### src/rtl/fixed_point_pkg.sv
// Shared constants for the fixed-point ALU and the stack machine that drives it:
// opcodes, ALU state encoding and the default-width range limits.
package fixed_point_pkg;

    localparam logic [2:0] OP_ADD      = 3'd0;
    localparam logic [2:0] OP_SUB      = 3'd1;
    localparam logic [2:0] OP_MUL      = 3'd2;
    localparam logic [2:0] OP_DIV      = 3'd3;
    localparam logic [2:0] OP_MIN      = 3'd4;
    localparam logic [2:0] OP_MAX      = 3'd5;
    // Stack-machine-only opcode; the ALU treats 6/7 as reserved.
    localparam logic [2:0] OP_PUSH_VAR = 3'd6;

    typedef enum logic [1:0] {
        ST_IDLE     = 2'd0,
        ST_EXEC     = 2'd1,
        ST_DIV_ITER = 2'd2,
        ST_DONE     = 2'd3
    } alu_state_e;

    localparam int          FP_DEFAULT_WIDTH = 16;
    localparam logic [15:0] FP_MAX_VALUE     = 16'h7FFF;
    localparam logic [15:0] FP_MIN_VALUE     = 16'h8000;

endpackage

### src/rtl/fixed_point_divider.sv
// Sequential restoring divider on unsigned magnitudes: one quotient bit per cycle,
// quotient = (dividend_mag << FW) / divisor_mag, truncated.
module fixed_point_divider
    import fixed_point_pkg::*;
#(
    parameter int NW = 16,
    parameter int FW = 8
) (
    input  logic             clk,
    input  logic             rst_n,
    input  logic             start,
    input  logic [NW-1:0]    dividend_mag,
    input  logic [NW-1:0]    divisor_mag,
    output logic [NW+FW-1:0] quotient,
    output logic             done
);

    localparam int QW = NW + FW;
    localparam int CW = $clog2(QW + 1);

    logic [QW-1:0] quo_q, quo_d;
    logic [NW-1:0] rem_q, rem_d;
    logic [NW-1:0] dvs_q, dvs_d;
    logic [CW-1:0] cnt_q, cnt_d;
    logic          busy_q, busy_d;
    logic          done_q, done_d;
    logic [NW:0]   rem_shift;

    always_comb begin
        quo_d     = quo_q;
        rem_d     = rem_q;
        dvs_d     = dvs_q;
        cnt_d     = cnt_q;
        busy_d    = busy_q;
        done_d    = 1'b0;
        rem_shift = {rem_q, quo_q[QW-1]};
        if (start && !busy_q) begin
            quo_d  = {dividend_mag, {FW{1'b0}}};
            rem_d  = '0;
            dvs_d  = divisor_mag;
            cnt_d  = CW'(QW);
            busy_d = 1'b1;
        end else if (busy_q) begin
            // Remainder stays below the divisor, so it always fits in NW bits.
            if (rem_shift >= {1'b0, dvs_q}) begin
                rem_d = NW'(rem_shift - {1'b0, dvs_q});
                quo_d = {quo_q[QW-2:0], 1'b1};
            end else begin
                rem_d = rem_shift[NW-1:0];
                quo_d = {quo_q[QW-2:0], 1'b0};
            end
            cnt_d = cnt_q - CW'(1);
            if (cnt_q == CW'(1)) begin
                busy_d = 1'b0;
                done_d = 1'b1;
            end
        end
    end

    always_ff @(posedge clk or negedge rst_n) begin
        if (!rst_n) begin
            quo_q  <= '0;
            rem_q  <= '0;
            dvs_q  <= '0;
            cnt_q  <= '0;
            busy_q <= 1'b0;
            done_q <= 1'b0;
        end else begin
            quo_q  <= quo_d;
            rem_q  <= rem_d;
            dvs_q  <= dvs_d;
            cnt_q  <= cnt_d;
            busy_q <= busy_d;
            done_q <= done_d;
        end
    end

    assign quotient = quo_q;
    assign done     = done_q;

endmodule

### src/rtl/fixed_point_alu.sv
// Multi-cycle signed Q(I).(F) ALU for the stack machine (result = b OP a).
// Define FIXED_POINT_ALU_SATURATE_EN to clamp ADD/SUB/MUL/DIV overflow instead of wrapping.
module fixed_point_alu
    import fixed_point_pkg::*;
#(
    parameter int  INTEGER_PART_WIDTH    = 8,
    parameter int  FRACTIONAL_PART_WIDTH = 8,
    localparam int NUMBER_WIDTH          = INTEGER_PART_WIDTH + FRACTIONAL_PART_WIDTH
) (
    input  logic                    clk,
    input  logic                    rst_n,
    input  logic                    start,
    input  logic [2:0]              op,
    input  logic [NUMBER_WIDTH-1:0] a,
    input  logic [NUMBER_WIDTH-1:0] b,
    output logic [NUMBER_WIDTH-1:0] result,
    output logic                    done
);

    localparam int NW = NUMBER_WIDTH;
    localparam int FW = FRACTIONAL_PART_WIDTH;
    localparam int QW = NW + FW;
    localparam int WW = 2 * NW + 2;

    localparam logic [NW-1:0]        MAX_VAL = {1'b0, {(NW-1){1'b1}}};
    localparam logic [NW-1:0]        MIN_VAL = {1'b1, {(NW-1){1'b0}}};
    localparam logic signed [WW-1:0] MAX_W   = {{(WW-NW+1){1'b0}}, {(NW-1){1'b1}}};
    localparam logic signed [WW-1:0] MIN_W   = {{(WW-NW+1){1'b1}}, {(NW-1){1'b0}}};

    alu_state_e    state_q, state_d;
    logic [NW-1:0] a_q, a_d;
    logic [NW-1:0] b_q, b_d;
    logic [2:0]    op_q, op_d;
    logic [NW-1:0] result_q, result_d;
    logic          done_q, done_d;

    logic          div_start;
    logic          div_done;
    logic [QW-1:0] div_quot;
    logic [NW:0]   mag_a, mag_b;
    logic          unused_mag_msb;

    logic signed [2*NW-1:0] prod;
    logic [2*NW:0]          mul_mag;
    logic [2*NW:0]          mul_shr;
    logic signed [WW-1:0]   exact_val;
    logic [NW-1:0]          fitted;
    logic [NW-1:0]          exec_result;

    // Magnitudes taken one bit wider so |most negative| is representable.
    assign mag_a          = a[NW-1] ? -{a[NW-1], a} : {a[NW-1], a};
    assign mag_b          = b[NW-1] ? -{b[NW-1], b} : {b[NW-1], b};
    assign unused_mag_msb = mag_a[NW] ^ mag_b[NW];

    assign div_start = (state_q == ST_IDLE) && start && (op == OP_DIV) && (a != '0);

    fixed_point_divider #(
        .NW (NW),
        .FW (FW)
    ) u_divider (
        .clk          (clk),
        .rst_n        (rst_n),
        .start        (div_start),
        .dividend_mag (mag_b[NW-1:0]),
        .divisor_mag  (mag_a[NW-1:0]),
        .quotient     (div_quot),
        .done         (div_done)
    );

    assign prod    = $signed(b_q) * $signed(a_q);
    assign mul_mag = prod[2*NW-1] ? -{prod[2*NW-1], prod} : {prod[2*NW-1], prod};
    assign mul_shr = mul_mag >> FW;

    always_comb begin
        exact_val = '0;
        if (state_q == ST_DIV_ITER) begin
            exact_val = (a_q[NW-1] ^ b_q[NW-1]) ? -{{(WW-QW){1'b0}}, div_quot}
                                                :  {{(WW-QW){1'b0}}, div_quot};
        end else begin
            case (op_q)
                OP_ADD:  exact_val = {{(WW-NW){b_q[NW-1]}}, b_q} + {{(WW-NW){a_q[NW-1]}}, a_q};
                OP_SUB:  exact_val = {{(WW-NW){b_q[NW-1]}}, b_q} - {{(WW-NW){a_q[NW-1]}}, a_q};
                OP_MUL:  exact_val = prod[2*NW-1] ? -{1'b0, mul_shr} : {1'b0, mul_shr};
                default: exact_val = '0;
            endcase
        end
    end

`ifdef FIXED_POINT_ALU_SATURATE_EN
    always_comb begin
        if (exact_val > MAX_W)
            fitted = MAX_VAL;
        else if (exact_val < MIN_W)
            fitted = MIN_VAL;
        else
            fitted = exact_val[NW-1:0];
    end
`else
    logic unused_exact_hi;
    assign fitted          = exact_val[NW-1:0];
    assign unused_exact_hi = ^{exact_val[WW-1:NW], MAX_W, MIN_W};
`endif

    always_comb begin
        exec_result = '0;
        case (op_q)
            OP_ADD, OP_SUB, OP_MUL: exec_result = fitted;
            // Only a zero divisor reaches EXEC with a DIV opcode.
            OP_DIV:  exec_result = b_q[NW-1] ? MIN_VAL : MAX_VAL;
            OP_MIN:  exec_result = ($signed(b_q) < $signed(a_q)) ? b_q : a_q;
            OP_MAX:  exec_result = ($signed(b_q) > $signed(a_q)) ? b_q : a_q;
            default: exec_result = '0;
        endcase
    end

    always_comb begin
        state_d  = state_q;
        a_d      = a_q;
        b_d      = b_q;
        op_d     = op_q;
        result_d = result_q;
        done_d   = 1'b0;
        case (state_q)
            ST_IDLE: begin
                if (start) begin
                    a_d     = a;
                    b_d     = b;
                    op_d    = op;
                    state_d = div_start ? ST_DIV_ITER : ST_EXEC;
                end
            end
            ST_EXEC: begin
                result_d = exec_result;
                done_d   = 1'b1;
                state_d  = ST_DONE;
            end
            ST_DIV_ITER: begin
                if (div_done) begin
                    result_d = fitted;
                    done_d   = 1'b1;
                    state_d  = ST_DONE;
                end
            end
            ST_DONE: state_d = ST_IDLE;
            default: state_d = ST_IDLE;
        endcase
    end

    always_ff @(posedge clk or negedge rst_n) begin
        if (!rst_n) begin
            state_q  <= ST_IDLE;
            a_q      <= '0;
            b_q      <= '0;
            op_q     <= '0;
            result_q <= '0;
            done_q   <= 1'b0;
        end else begin
            state_q  <= state_d;
            a_q      <= a_d;
            b_q      <= b_d;
            op_q     <= op_d;
            result_q <= result_d;
            done_q   <= done_d;
        end
    end

    assign result = result_q;
    assign done   = done_q;

endmodule

### config.mk
export PLATFORM = sky130hd
export DESIGN_NAME = fixed_point_alu
export DESIGN_NICKNAME = d
export VERILOG_FILES = /design/src/rtl/fixed_point_pkg.sv /design/src/rtl/fixed_point_divider.sv /design/src/rtl/fixed_point_alu.sv
export SDC_FILE = /design/constraint.sdc
export NUM_CORES = 1
export LEC_CHECK = 0
export BUFFER_PORTS_ARGS = -buffer_cell sky130_fd_sc_hd__buf_4
export CAP_MARGIN = 15
export CORE_UTILIZATION = 45
export CTS_BUF_LIST = sky130_fd_sc_hd__clkbuf_16
export DETAILED_ROUTE_END_ITERATION = 10
export SLEW_MARGIN = 20
export SYNTH_ARGS = -nofsm -noshare
export SYNTH_HDL_FRONTEND = slang
export SYNTH_SLANG_ARGS = --single-unit
export TNS_END_PERCENT = 1
### constraint.sdc
create_clock -name clk -period 11.21 [get_ports clk]
set_clock_uncertainty 0.05 [all_clocks]
set_input_delay 1.6815 -clock clk [delete_from_list [all_inputs] [get_ports clk]]
set_output_delay 1.6815 -clock clk [all_outputs]
set_load 0.05 [all_outputs]
* Word level (Yosys, flattened, before mapping) *
Cells that the tools add are included.
W data, S select, Z words.

cells by class
  add/sub/neg operators = 9
  multiply operators = 1
  order comparisons = 3
  equality and inequality tests = 12
  multiplexer cells = 33
  bitwise logic cells = 1
  reductions and logical operators = 14

operators with widths
  operator               number
  $mux W16               12
  $mux W24               3
  $neg A16 Y16           4
  $pmux W16 S4           1
  $pmux W16 S3           1
  $mul A16 B16 Y32       1
  $pmux W16 S2           1
  $sub A16 B16 Y16       2
  $neg A24 Y24           1
  $ge A17 B16 Y1         1
  $add A16 B16 Y16       1
  $gt A16 B16 Y1         1
  $lt A16 B16 Y1         1
  $reduce_bool A16 Y1    1
  $mux W5                2
  $eq A3 B2 Y1 const B   3
  $mux W1                8
  $pmux W2 S4            1
  $eq A3 B3 Y1 const B   2
  $mux W2                3
  $reduce_and A2 Y1      3
  $eq A5 B1 Y1 const B   1
  $sub A5 B1 Y5 const B  1
  $eq A2 B2 Y1 const B   2
  12 further kinds       16

storage, ports and cells
  register bits after elaboration = 117
  output and inout bits = 17
  logic and storage cells = 85

* Logic depth before layout (Yosys ltp) *
Gate-level depths: netlist (run 1).

  depth in word-level cells = 9
  depth in mapped cells = 35
  depth with buffers taken out = 32

* Hierarchy *
Synthesis (run 1) repeated with hierarchy kept, for this count alone.

second synthesis, totals
  cell total of the unflattened synthesis = 2138
  area total of the unflattened synthesis = 18814.3 µm²

by module, submodules not included
  module               times used  cells an instance  area an instance (µm²)  sequential area each (µm²)
  fixed_point_alu      1           1784               15396.0                 1351.3
  fixed_point_divider  1           354                3418.3                  1576.5

* Least setup slack after synthesis (run 1) *
Ideal clock, no wire load.

  kind = register to register
  start = reg b_q[4]
  end = reg result_q[14], in the netlist result[14]
  arrival = 8.064 ns
  required time = 11.029 ns
  setup slack = 2.965 ns
  stages on the path, launching flop included = 33
  buffers on the path = 4
  period minus slack after synthesis = 8.245 ns
  path through = dfrtp_1 clkbuf_1 clkbuf_1 nand2_1 fa_1 inv_1 fa_1 fa_1 fa_1 fa_1 inv_1 fa_1 inv_1 ha_1 and4_1 nand2_1 nand3b_1 a2111oi_2 o22ai_2 xnor2_2 buf_2 buf_1 a21oi_1 xnor2_1 ha_1 nand2_1 or3_1 a22oi_4 a311o_1 a21oi_2 xnor2_1 a221oi_2 a211oi_1

between the ends
  word-level cells in the longest chain between the ends = 9

RTL lines
  what                                             line                                            RTL
  start: declaration                               fixed_point_alu.sv:32                           logic [NW-1:0] b_q, b_d;
  start signal: assignment                         fixed_point_alu.sv:153                          b_q <= '0;
  start signal: assignment                         fixed_point_alu.sv:160                          b_q <= b_d;
  $mul A16 B16 Y32                                 fixed_point_alu.sv:70                           assign prod = $signed(b_q) * $signed(a_q);
  $neg A24 Y24                                     fixed_point_alu.sv:71                           assign mul_mag = prod[2*NW-1] ? -{prod[2*NW-1], prod} : {prod[2*NW-1], prod};
  $mux W24                                         fixed_point_alu.sv:71
  $neg A16 Y16                                     fixed_point_alu.sv:83                           OP_MUL: exact_val = prod[2*NW-1] ? -{1'b0, mul_shr} : {1'b0, mul_shr};
  $mux W16                                         fixed_point_alu.sv:83
  $pmux W16 S3                                     fixed_point_alu.sv:80                           case (op_q)
  $mux W16                                         fixed_point_alu.sv:76                           if (state_q == ST_DIV_ITER) begin
  $pmux W16 S4 / $mux W16 (equally long branches)  fixed_point_alu.sv:106, fixed_point_alu.sv:138
  $pmux W16 S2 *                                   fixed_point_alu.sv:123                          case (state_q)
  end signal: assignment                           fixed_point_alu.sv:162                          result_q <= result_d;
  end: declaration                                 fixed_point_alu.sv:34                           logic [NW-1:0] result_q, result_d;

Every way passes the cells marked *; elsewhere a longest branch is shown, timed or not. The select of a mux whose other input is x is not followed.
A chain may end at the register's enable or synchronous reset.

* Worst setup path after layout (run 1) *
  start = reg b_q[15]
  end = reg result_q[14], in the netlist result[14]

Same word-level chain as after synthesis.

==> results of run 1 <==
[synthesized netlist by cell type, drive strengths merged (13+ instances only)]
| library cell | instances | share of area [%] |
|---|---|---|
| or3 | 15 | 0.52 |
| o221ai | 16 | 0.77 |
| and2 | 99 | 3.2 |
| inv | 366 | 7.2 |
| a21oi | 121 | 3.2 |
| xnor2 | 71 | 3.3 |
| nand2b | 23 | 0.75 |
| nand3 | 17 | 0.47 |
| nor2b | 13 | 0.43 |
| a211oi | 15 | 0.67 |
| mux2i | 29 | 1.5 |
| a22o | 18 | 0.83 |
| nor3 | 25 | 0.68 |
| a21o | 30 | 1.2 |
| xor2 | 36 | 1.7 |
| fa | 264 | 28 |
| ha | 142 | 9.3 |
| nor2 | 134 | 2.6 |
| nand2 | 214 | 4.2 |
| clkbuf | 92 | 1.8 |
| o21ai | 78 | 2.1 |
| dfrtp | 117 | 15 |
| mux2 | 46 | 2.7 |
[per-layer routing]
metal / up-vias / wire [microns] / part of all wire (%) / global-route usage (%)
met5: - / 27 / 0.050 / 0
met3: 81 / 3610 / 6.7 / 4.44
met2: 506 / 26000 / 48 / 43.0
met1: 7706 / 22700 / 42 / 34.0
li1: 6997 / - / - / -
met4: 4 / 1930 / 3.6 / 9.68
[through the flow]
step                      hold slack (ns)  instances  cell area (sq um)  util, %  setup slack (ns)
after floorplan                     0.393       2162              19100        -              2.97
after global placement              0.417       2683              20000     47.9              1.97
after detailed placement            0.418       2683              20000     47.9              1.63
after CTS                           0.438       2715              20600     49.3              1.57
after global routing                0.465       2715              20600     49.3             0.973
final                               0.433       2715              20600     49.3              1.55
[power by group]
group / leakage [nW] / internal, mW / switching [mW]
clock: 0.294 / 0.338 / 0.236
combinational: 8.12 / 0.0173 / 0.0280
sequential: 1.44 / 0.422 / 0
total: 9.85 / 0.778 / 0.264
[sequential cells by signal, summed over array words and instances (netlist names), 2 cells and up]
register,cells
a_q,16
b_q,16
op_q,3
result,16
state_q,2
u_divider.cnt_q,5
u_divider.dvs_q,16
u_divider.quotient,24
u_divider.rem_q,16
[critical path: cells and delay by family (launching register included)]
family                   cells  cell delay (ns)
buffers and inverters        6             1.13
AND/OR/NAND/NOR              6             1.29
adder cells (fa/ha/maj)      8             3.98
AO/OA/AOI/OAI                7             1.62
flip-flops                   1             0.81
XOR/XNOR                     3             0.61
[cell families after synthesis]
family / count (synthesis) / synth area share [%]
compound gates: 384 / 13.6
buf+inv: 471 / 9.32
fa+ha+maj: 406 / 37.0
xor+xnor: 107 / 4.99
simple gates: 602 / 15.5
mux: 75 / 4.23
flops: 117 / 15.3
[cell type report]
| class | count | area (sq um) |
|---|---|---|
| fill | 4013 | 21200 |
| clock buffer | 17 | 425 |
| inverter | 367 | 1380 |
| multi-input combinational | 1574 | 14400 |
| timing repair buffer | 86 | 646 |
| clock inverter | 15 | 186 |
| sequential | 117 | 2930 |
| tap | 539 | 674 |
[worst min-delay path by stage]
stage,endpoint,depth (start not counted),slack [ns],from
finish,u_divider.quotient[20],2,0.43,u_divider.quotient[19]
global route,result[2],1,0.46,result[2]
CTS,u_divider.dvs_q[15],2,0.44,u_divider.dvs_q[15]
detailed placement,u_divider.quotient[21],2,0.42,u_divider.quotient[20]
global placement,result[2],1,0.42,result[2]
floorplan,u_divider.dvs_q[15],2,0.39,u_divider.dvs_q[15]
==> flow_metrics.py, run 1 <==
metrics = {
    "status": {
        "status": "finished, final reports clean",
    },
    "placed_design": {
        "port_buffers": 54,
        "routabilityCongestion": 0.979,
        "hpwl_mm": 43.0,
    },
    "timing": {
        "fin_crit_ns": 9.66,
        "fin_tns_setup_ns": 0,
        "worstMarginPinSlew_ns": 1.03,
        "drv_slew": 0,
        "post-route-period-util_pct": 86.1,
        "setup_violations": 0,
        "relSlewSlack_pct": 31.1,
        "final-hold-violation-count": 0,
        "grt_setup_unrepaired": "false",
        "max_freq_ghz": 0.104,
    },
    "logic_synthesis": {
        "synth_edf_count": 0,
        "yosys_warnings": 0,
        "seq_area_frac_synth_pct": 15.3,
        "synthArstFlopShare_pct": 100,
        "synth_nets": 2606,
        "syn_inst": 2162,
        "ys.flop_type": "dfrtp_1",
        "syn_area_sq_um": 19100,
        "ys_types": 92,
        "postSynthRegisterBits": 117,
        "synth_area_per_cell_sq_um": 8.83,
    },
    "pwr": {
        "power_density_nw_per_um2": 50.4,
        "total_power_mw": 1.04,
        "ir_drop_mv": 0.113,
        "leakage_nw": 9.85,
    },
    "clock_network": {
        "holdBufCountCts": 0,
        "cts_root_buf": "clkbuf_16",
        "h-tree-depth": 4,
        "post_cts_buffers": 0,
        "clk_pin_slew_ns": 0.06,
        "cts_tree": "built",
        "numCtsBuffers": 17,
        "clock_latency_ns": 0.42,
        "ctsLongestPathBuffers": 2,
        "ctsResizeCount": 0,
        "cts.sinks": 117,
    },
    "critical_path": {
        "cp-endpoint": "result[14]",
        "critPathMaxFanout": 26,
        "crit_path_frequent_cell": "fa_1",
        "start_kind": "flip-flop",
        "critPathRequiredTime_ns": 11.45,
        "r2r_cells": 30,
        "end_kind": "flip-flop",
        "critical_path_class": "flip-flop to flip-flop",
        "cp_data_arrival_time_ns": 9.90,
        "max_stage_delay_ns": 0.87,
        "reg2reg_to": "result[14]",
        "cp-startpoint": "b_q[15]",
        "ff2ff_setup_slack_ns": 1.55,
        "slowest_stage": "fa_1",
        "worstReg2RegStart": "b_q[15]",
    },
    "final_layout": {
        "final_common_cell": "inv_1",
        "nNetsFinal": 2607,
        "drive_gt1_share_pct": 9.33,
        "diodes": 0,
        "area_growth_pct": 8.13,
        "layout_common_cells": "inv_1 (366), fa_1 (264), nand2_1 (214)",
    },
    "floorplan": {
        "fp.dieH_microns": 208,
        "coreArea_sq_um": 41900,
        "io_pins": 55,
        "dieArea_sq_um": 43300,
        "die_x_microns": 208,
        "initial_utilization_pct": 45.6,
        "rows": 75,
    },
    "drt": {
        "detail_route.vias_per_cell": 5.63,
        "num_vias": 15294,
        "drc": 0,
        "wl_per_cell_microns": 20.0,
        "drt_wl_total_mm": 54.2,
        "postRouteAntennaNets": 0,
        "drt_iter0_drc": 1052,
        "dr.pass1.iters": 5,
    },
    "global_routing": {
        "grt_pass1_vias": 16092,
        "grt_max_degree": 75,
        "antenna_found_initial": 4,
        "grt_use_total_pct": 26.0,
        "grt-ovfl-total": 0,
        "grt_pass1_wl_mm": 87.7,
    },
    "min_path": {
        "hold_class": "flip-flop to flip-flop",
    },
    "flow_run": {
        "cap_viol_max_count": 0,
    },
}
Power figures use the tool's default switching activity.
==> inputs of run 2 (changes only) <==
- CORE_UTILIZATION: 45 -> 55
- PLACE_DENSITY: unset -> 0.72
==> run 2 against run 1 <==
Effect of this change:
- first-iteration DRC count up 32%
- non-clock buffer count down 8
- worst hold slack about the same
- cell count down 3.6%
==> flow_metrics.py, run 2 (same netlist as run 1, synthesis figures left out) <==
metrics = {
    "placed_design": {
        "hpwl_mm": 40.7,
        "dp_slack_ns": 2.01,
        "port_buffers": 54,
        "routabilityCongestion": 1.02,
        "dp_cells": 2584,
    },
    "global_routing": {
        "grt_use_total_pct": 30.2,
        "grt_max_degree": 67,
        "antenna_found_initial": 3,
        "grt_pass1_vias": 15850,
        "grt_pass1_wl_mm": 83.8,
        "grt-ovfl-total": 0,
    },
    "drt": {
        "drc": 0,
        "wl_met3_mm": 4.18,
        "wl_met1_mm": 20.4,
        "wl_met2_mm": 24.7,
        "drt_wl_total_mm": 51.7,
        "wl_per_cell_microns": 19.8,
        "postRouteAntennaNets": 0,
        "dr.pass1.iters": 8,
        "detail_route.vias_per_cell": 5.88,
        "num_vias": 15386,
        "top_layer": "met5",
        "drt_iter0_drc": 1384,
    },
    "timing": {
        "max_freq_ghz": 0.107,
        "worstMarginPinSlew_ns": 1.14,
        "post-route-period-util_pct": 83.6,
        "fin_tns_setup_ns": 0,
        "grt_setup_unrepaired": "false",
        "relSlewSlack_pct": 23.9,
        "drv_slew": 0,
        "layout_setup_ws_ns": 1.84,
        "setup_violations": 0,
        "final-hold-violation-count": 0,
        "fin_crit_ns": 9.37,
    },
    "clock_network": {
        "h-tree-depth": 4,
        "cts_tree": "built",
        "ctsLongestPathBuffers": 2,
        "cts.sinks": 117,
        "clock_latency_ns": 0.41,
        "post_cts_buffers": 0,
        "ctsResizeCount": 0,
        "cts_root_buf": "clkbuf_16",
        "numCtsBuffers": 17,
        "clk_pin_slew_ns": 0.06,
        "holdBufCountCts": 0,
    },
    "final_layout": {
        "diodes": 0,
        "drive_gt1_share_pct": 8.76,
        "area_growth_pct": 6.88,
        "fillers": 3029,
        "nNetsFinal": 2599,
        "final_core_util_pct": 60.3,
        "final_common_cell": "inv_1",
        "layout_common_cells": "inv_1 (370), fa_1 (264), nand2_1 (214)",
        "largest_register_ffs": 24,
        "fin_cells": 2616,
    },
    "floorplan": {
        "rows": 67,
        "initial_utilization_pct": 56.4,
        "dieArea_sq_um": 35500,
        "coreArea_sq_um": 33900,
        "io_pins": 55,
        "die_x_microns": 188,
        "fp.dieH_microns": 188,
    },
    "critical_path": {
        "crit_path_frequent_cell": "fa_1",
        "critical_path_class": "flip-flop to flip-flop",
        "end_kind": "flip-flop",
        "critPathRequiredTime_ns": 11.48,
        "cp_data_arrival_time_ns": 9.63,
        "start_kind": "flip-flop",
        "slowest_stage": "fa_1",
        "critPathMaxFanout": 26,
        "max_stage_delay_ns": 0.82,
    },
    "pwr": {
        "total_power_mw": 0.971,
        "leakage_nw": 9.78,
        "power_density_nw_per_um2": 47.6,
        "ir_drop_mv": 0.0883,
    },
    "min_path": {
        "hold_class": "flip-flop to flip-flop",
    },
    "status": {
        "status": "finished, final reports clean",
    },
    "flow_run": {
        "cap_viol_max_count": 0,
    },
}
[run 2: cell types whose count changed in the layout (fill, tap and decap cells not counted), moves of 3 or more]
cell	delta
inv_1	+4
buf_4	-9
inv_6	-3
clkinv_2	+3
inv_8	-3
[run 2: area by class of cell]
class	count	area (sq um)	share of cell area [%]
Multi-Input combinational cell	1574	14400	70.6
Inverter	367	1380	6.75
Tap cell	448	561	2.75
Timing Repair Buffer	78	593	2.91
Clock inverter	15	118	0.576
Sequential cell	117	2930	14.4
Clock buffer	17	425	2.08
[run 2: path summary, 6_finish.rpt]
kind	startpoint	endpoint	slack, ns	cells after the start
max	b_q[15]	result[14]	1.84	30
min	result[1]	result[1]	0.43	1
max reg2reg	b_q[15]	result[14]	1.84	30
min reg2reg	result[1]	result[1]	0.43	1
max in group asynchronous	rst_n	u_divider.busy_q	8.48	2
min in group asynchronous	rst_n	u_divider.rem_q[9]	1.26	1
[run 2: stage by stage]
stage | hold slack, ns | cell area [sq um]
4_1_cts | 0.433 | 20400
6_report | 0.433 | 20400
3_3_place_gp | 0.413 | 19800
3_5_place_dp | 0.420 | 19900
2_1_floorplan | 0.393 | 19100
5_1_grt | 0.448 | 20400
[run 2: worst max-delay path: cells and delay by family, from the launching register on]
kind / cells / cell delay (ns)
AND/OR/NAND/NOR: 6 / 1.23
buffers and inverters: 6 / 1.06
AO/OA/AOI/OAI: 7 / 1.61
XOR/XNOR: 3 / 0.65
adder cells (fa/ha/maj): 8 / 3.90
flip-flops: 1 / 0.73
[run 2: where the power goes]
group,switching (mW),internal [mW]
registers,0,0.423
logic,0.0274,0.0173
clock network,0.202,0.302
[run 2: metal layers]
layer / track usage (%) / vias up
li1: - / 6986
met1: 38.6 / 7594
met2: 50.1 / 650
met3: 6.24 / 150
met4: 12.4 / 6
met5: 0 / -
==> inputs of run 3 (changes only) <==
- ABC_AREA: unset -> 1
- clock period: 11.21 -> 9.6 ns (I/O delays scaled with it)
==> run 3 against run 2 <==
Effect of this change:
- sequential share of layout area is 0.78 points lower
- global-route usage grew 2.0 points
- die area grew 6.2%
- register-to-register slack worse by 0.55 ns
- cell count up 26%
- wire length increased by 14%
- critical path type unchanged
- highest routed layer is now met4
==> flow_metrics.py, run 3 <==
metrics = {
    "status": {
        "status": "finished, final reports clean",
    },
    "floorplan": {
        "initial_utilization_pct": 56.5,
        "coreArea_sq_um": 35900,
        "dieArea_sq_um": 37700,
        "rows": 69,
        "io_pins": 55,
        "die_x_microns": 194,
        "fp.dieH_microns": 194,
    },
    "global_routing": {
        "antenna_found_initial": 1,
        "grt-ovfl-total": 0,
        "grt_pass1_wl_mm": 95.3,
        "grt_max_degree": 76,
        "grt_use_total_pct": 32.2,
        "grt_pass1_vias": 17914,
    },
    "critical_path": {
        "max_stage_delay_ns": 0.87,
        "cp-startpoint": "a_q[2]",
        "cp_data_arrival_time_ns": 8.56,
        "slowest_stage": "dfrtp_1",
        "end_kind": "flip-flop",
        "crit_path_frequent_cell": "nand2_1",
        "start_kind": "flip-flop",
        "critPathRequiredTime_ns": 9.86,
        "critPathMaxFanout": 35,
        "ff2ff_setup_slack_ns": 1.30,
        "critical_path_class": "flip-flop to flip-flop",
        "worstReg2RegStart": "a_q[2]",
    },
    "timing": {
        "worstMarginPinSlew_ns": 1.06,
        "final-hold-violation-count": 0,
        "relSlewSlack_pct": 29.5,
        "drv_slew": 0,
        "layout_setup_ws_ns": 1.30,
        "grt_setup_unrepaired": "false",
        "setup_violations": 0,
        "post-route-period-util_pct": 86.5,
        "fin_crit_ns": 8.30,
        "max_freq_ghz": 0.120,
        "fin_tns_setup_ns": 0,
    },
    "final_layout": {
        "diodes": 0,
        "multi_input_area_sq_um": 14400,
        "nNetsFinal": 3269,
        "layout_common_cells": "nand2_1 (713), inv_1 (652), fa_1 (264)",
        "area_growth_pct": 6.35,
        "largest_register_ffs": 24,
        "fillers": 3379,
        "layout.area.seq_sq_um": 2930,
        "final_common_cell": "nand2_1",
        "drive_gt1_share_pct": 7.12,
    },
    "min_path": {
        "hold_class": "flip-flop to flip-flop",
        "hp-start": "u_divider.dvs_q[15]",
    },
    "drt": {
        "drt_wl_total_mm": 59.0,
        "wl_per_cell_microns": 17.9,
        "drc": 0,
        "num_vias": 18043,
        "dr.pass1.iters": 5,
        "postRouteAntennaNets": 0,
        "drt_iter0_drc": 1564,
        "detail_route.vias_per_cell": 5.47,
    },
    "clock_network": {
        "holdBufCountCts": 0,
        "cts_root_buf": "clkbuf_16",
        "clk_pin_slew_ns": 0.06,
        "clock_latency_ns": 0.43,
        "numCtsBuffers": 17,
        "cts.sinks": 117,
        "ctsLongestPathBuffers": 2,
        "h-tree-depth": 4,
        "post_cts_buffers": 0,
        "ctsResizeCount": 0,
        "cts_tree": "built",
    },
    "logic_synthesis": {
        "syn_area_sq_um": 20300,
        "synth_edf_count": 0,
        "synthArstFlopShare_pct": 100,
        "seq_area_frac_synth_pct": 14.4,
        "synth_top_cell_area_share_pct": 26.1,
        "synthTopCellsByCount": "nand2_1 (713), inv_1 (652), fa_1 (264)",
        "ys.flop_type": "dfrtp_1",
        "yosysTopAreaCell": "fa_1",
        "yosysMostFrequentCell": "nand2_1",
        "yosys_warnings": 0,
        "ys_types": 60,
        "syn_inst": 2838,
        "synth_nets": 3282,
        "postSynthRegisterBits": 117,
        "synth_area_per_cell_sq_um": 7.15,
        "synth_area_leaders": "fa_1 (26%), dfrtp_1 (14%), nand2_1 (13%), inv_1 (12%), ha_1 (8.8%)",
    },
    "placed_design": {
        "routabilityCongestion": 0.987,
        "port_buffers": 54,
        "dp_slack_ns": 1.40,
        "hpwl_mm": 47.7,
    },
    "flow_run": {
        "cap_viol_max_count": 0,
    },
}
## run 3: kinds of logic after synthesis
kind of cell             synth area share [%]
AO/OA/AOI/OAI                            10.4
XOR/XNOR                                 1.99
adder cells (fa/ha/maj)                  34.8
buffers and inverters                    14.6
flip-flops                               14.4
multiplexers                           0.0493
AND/OR/NAND/NOR                          23.6
## run 3: layout make-up
class | instances | share of cell area [%]
multi-input cells | 1939 | 66.7
flip-flops and latches | 117 | 13.6
inverters | 673 | 11.7
repair buffers | 77 | 2.70
well taps | 461 | 2.67
clock buffers | 17 | 1.97
clock inverters | 15 | 0.673
## run 3: critical path, delay by kind of cell (launching register included)
kind / cells / cell delay (ns)
simple gates: 17 / 2.22
buf+inv: 5 / 0.65
fa+ha+maj: 8 / 3.98
flops: 1 / 0.87
compound gates: 3 / 0.39
## run 3: layer usage
layer | GRT usage, % | vias to the layer above | part of all wire [%]
li1 | - | 8621 | -
met3 | 5.50 | 98 | 8.1
met5 | 0 | - | 0
met4 | 8.76 | 0 | 2.8
met1 | 44.6 | 8611 | 43
met2 | 52.3 | 713 | 46
## run 3: worst paths after layout
kind                       cells after the start                    end
max in group asynchronous                      2  u_divider.quotient[4]
min reg2reg                                    2    u_divider.dvs_q[15]
max reg2reg                                   33              result[6]
min in group asynchronous                      1     u_divider.rem_q[9]
max                                           33              result[6]
min                                            2    u_divider.dvs_q[15]
## run 3: stage by stage
stage / hold slack (ns) / cells / util, % / area, sq um
detailed placement: 0.418 / 3267 / 58.5 / 21000
CTS: 0.434 / 3299 / 60.1 / 21600
global route: 0.455 / 3299 / 60.1 / 21600
floorplan: 0.396 / 2838 / - / 20300
finish: 0.432 / 3299 / 60.1 / 21600
global placement: 0.418 / 3267 / 58.5 / 21000
Power of run 3 is not shown: default switching activity piles up to over one toggle a cycle in this logic, so the estimate is an artifact.
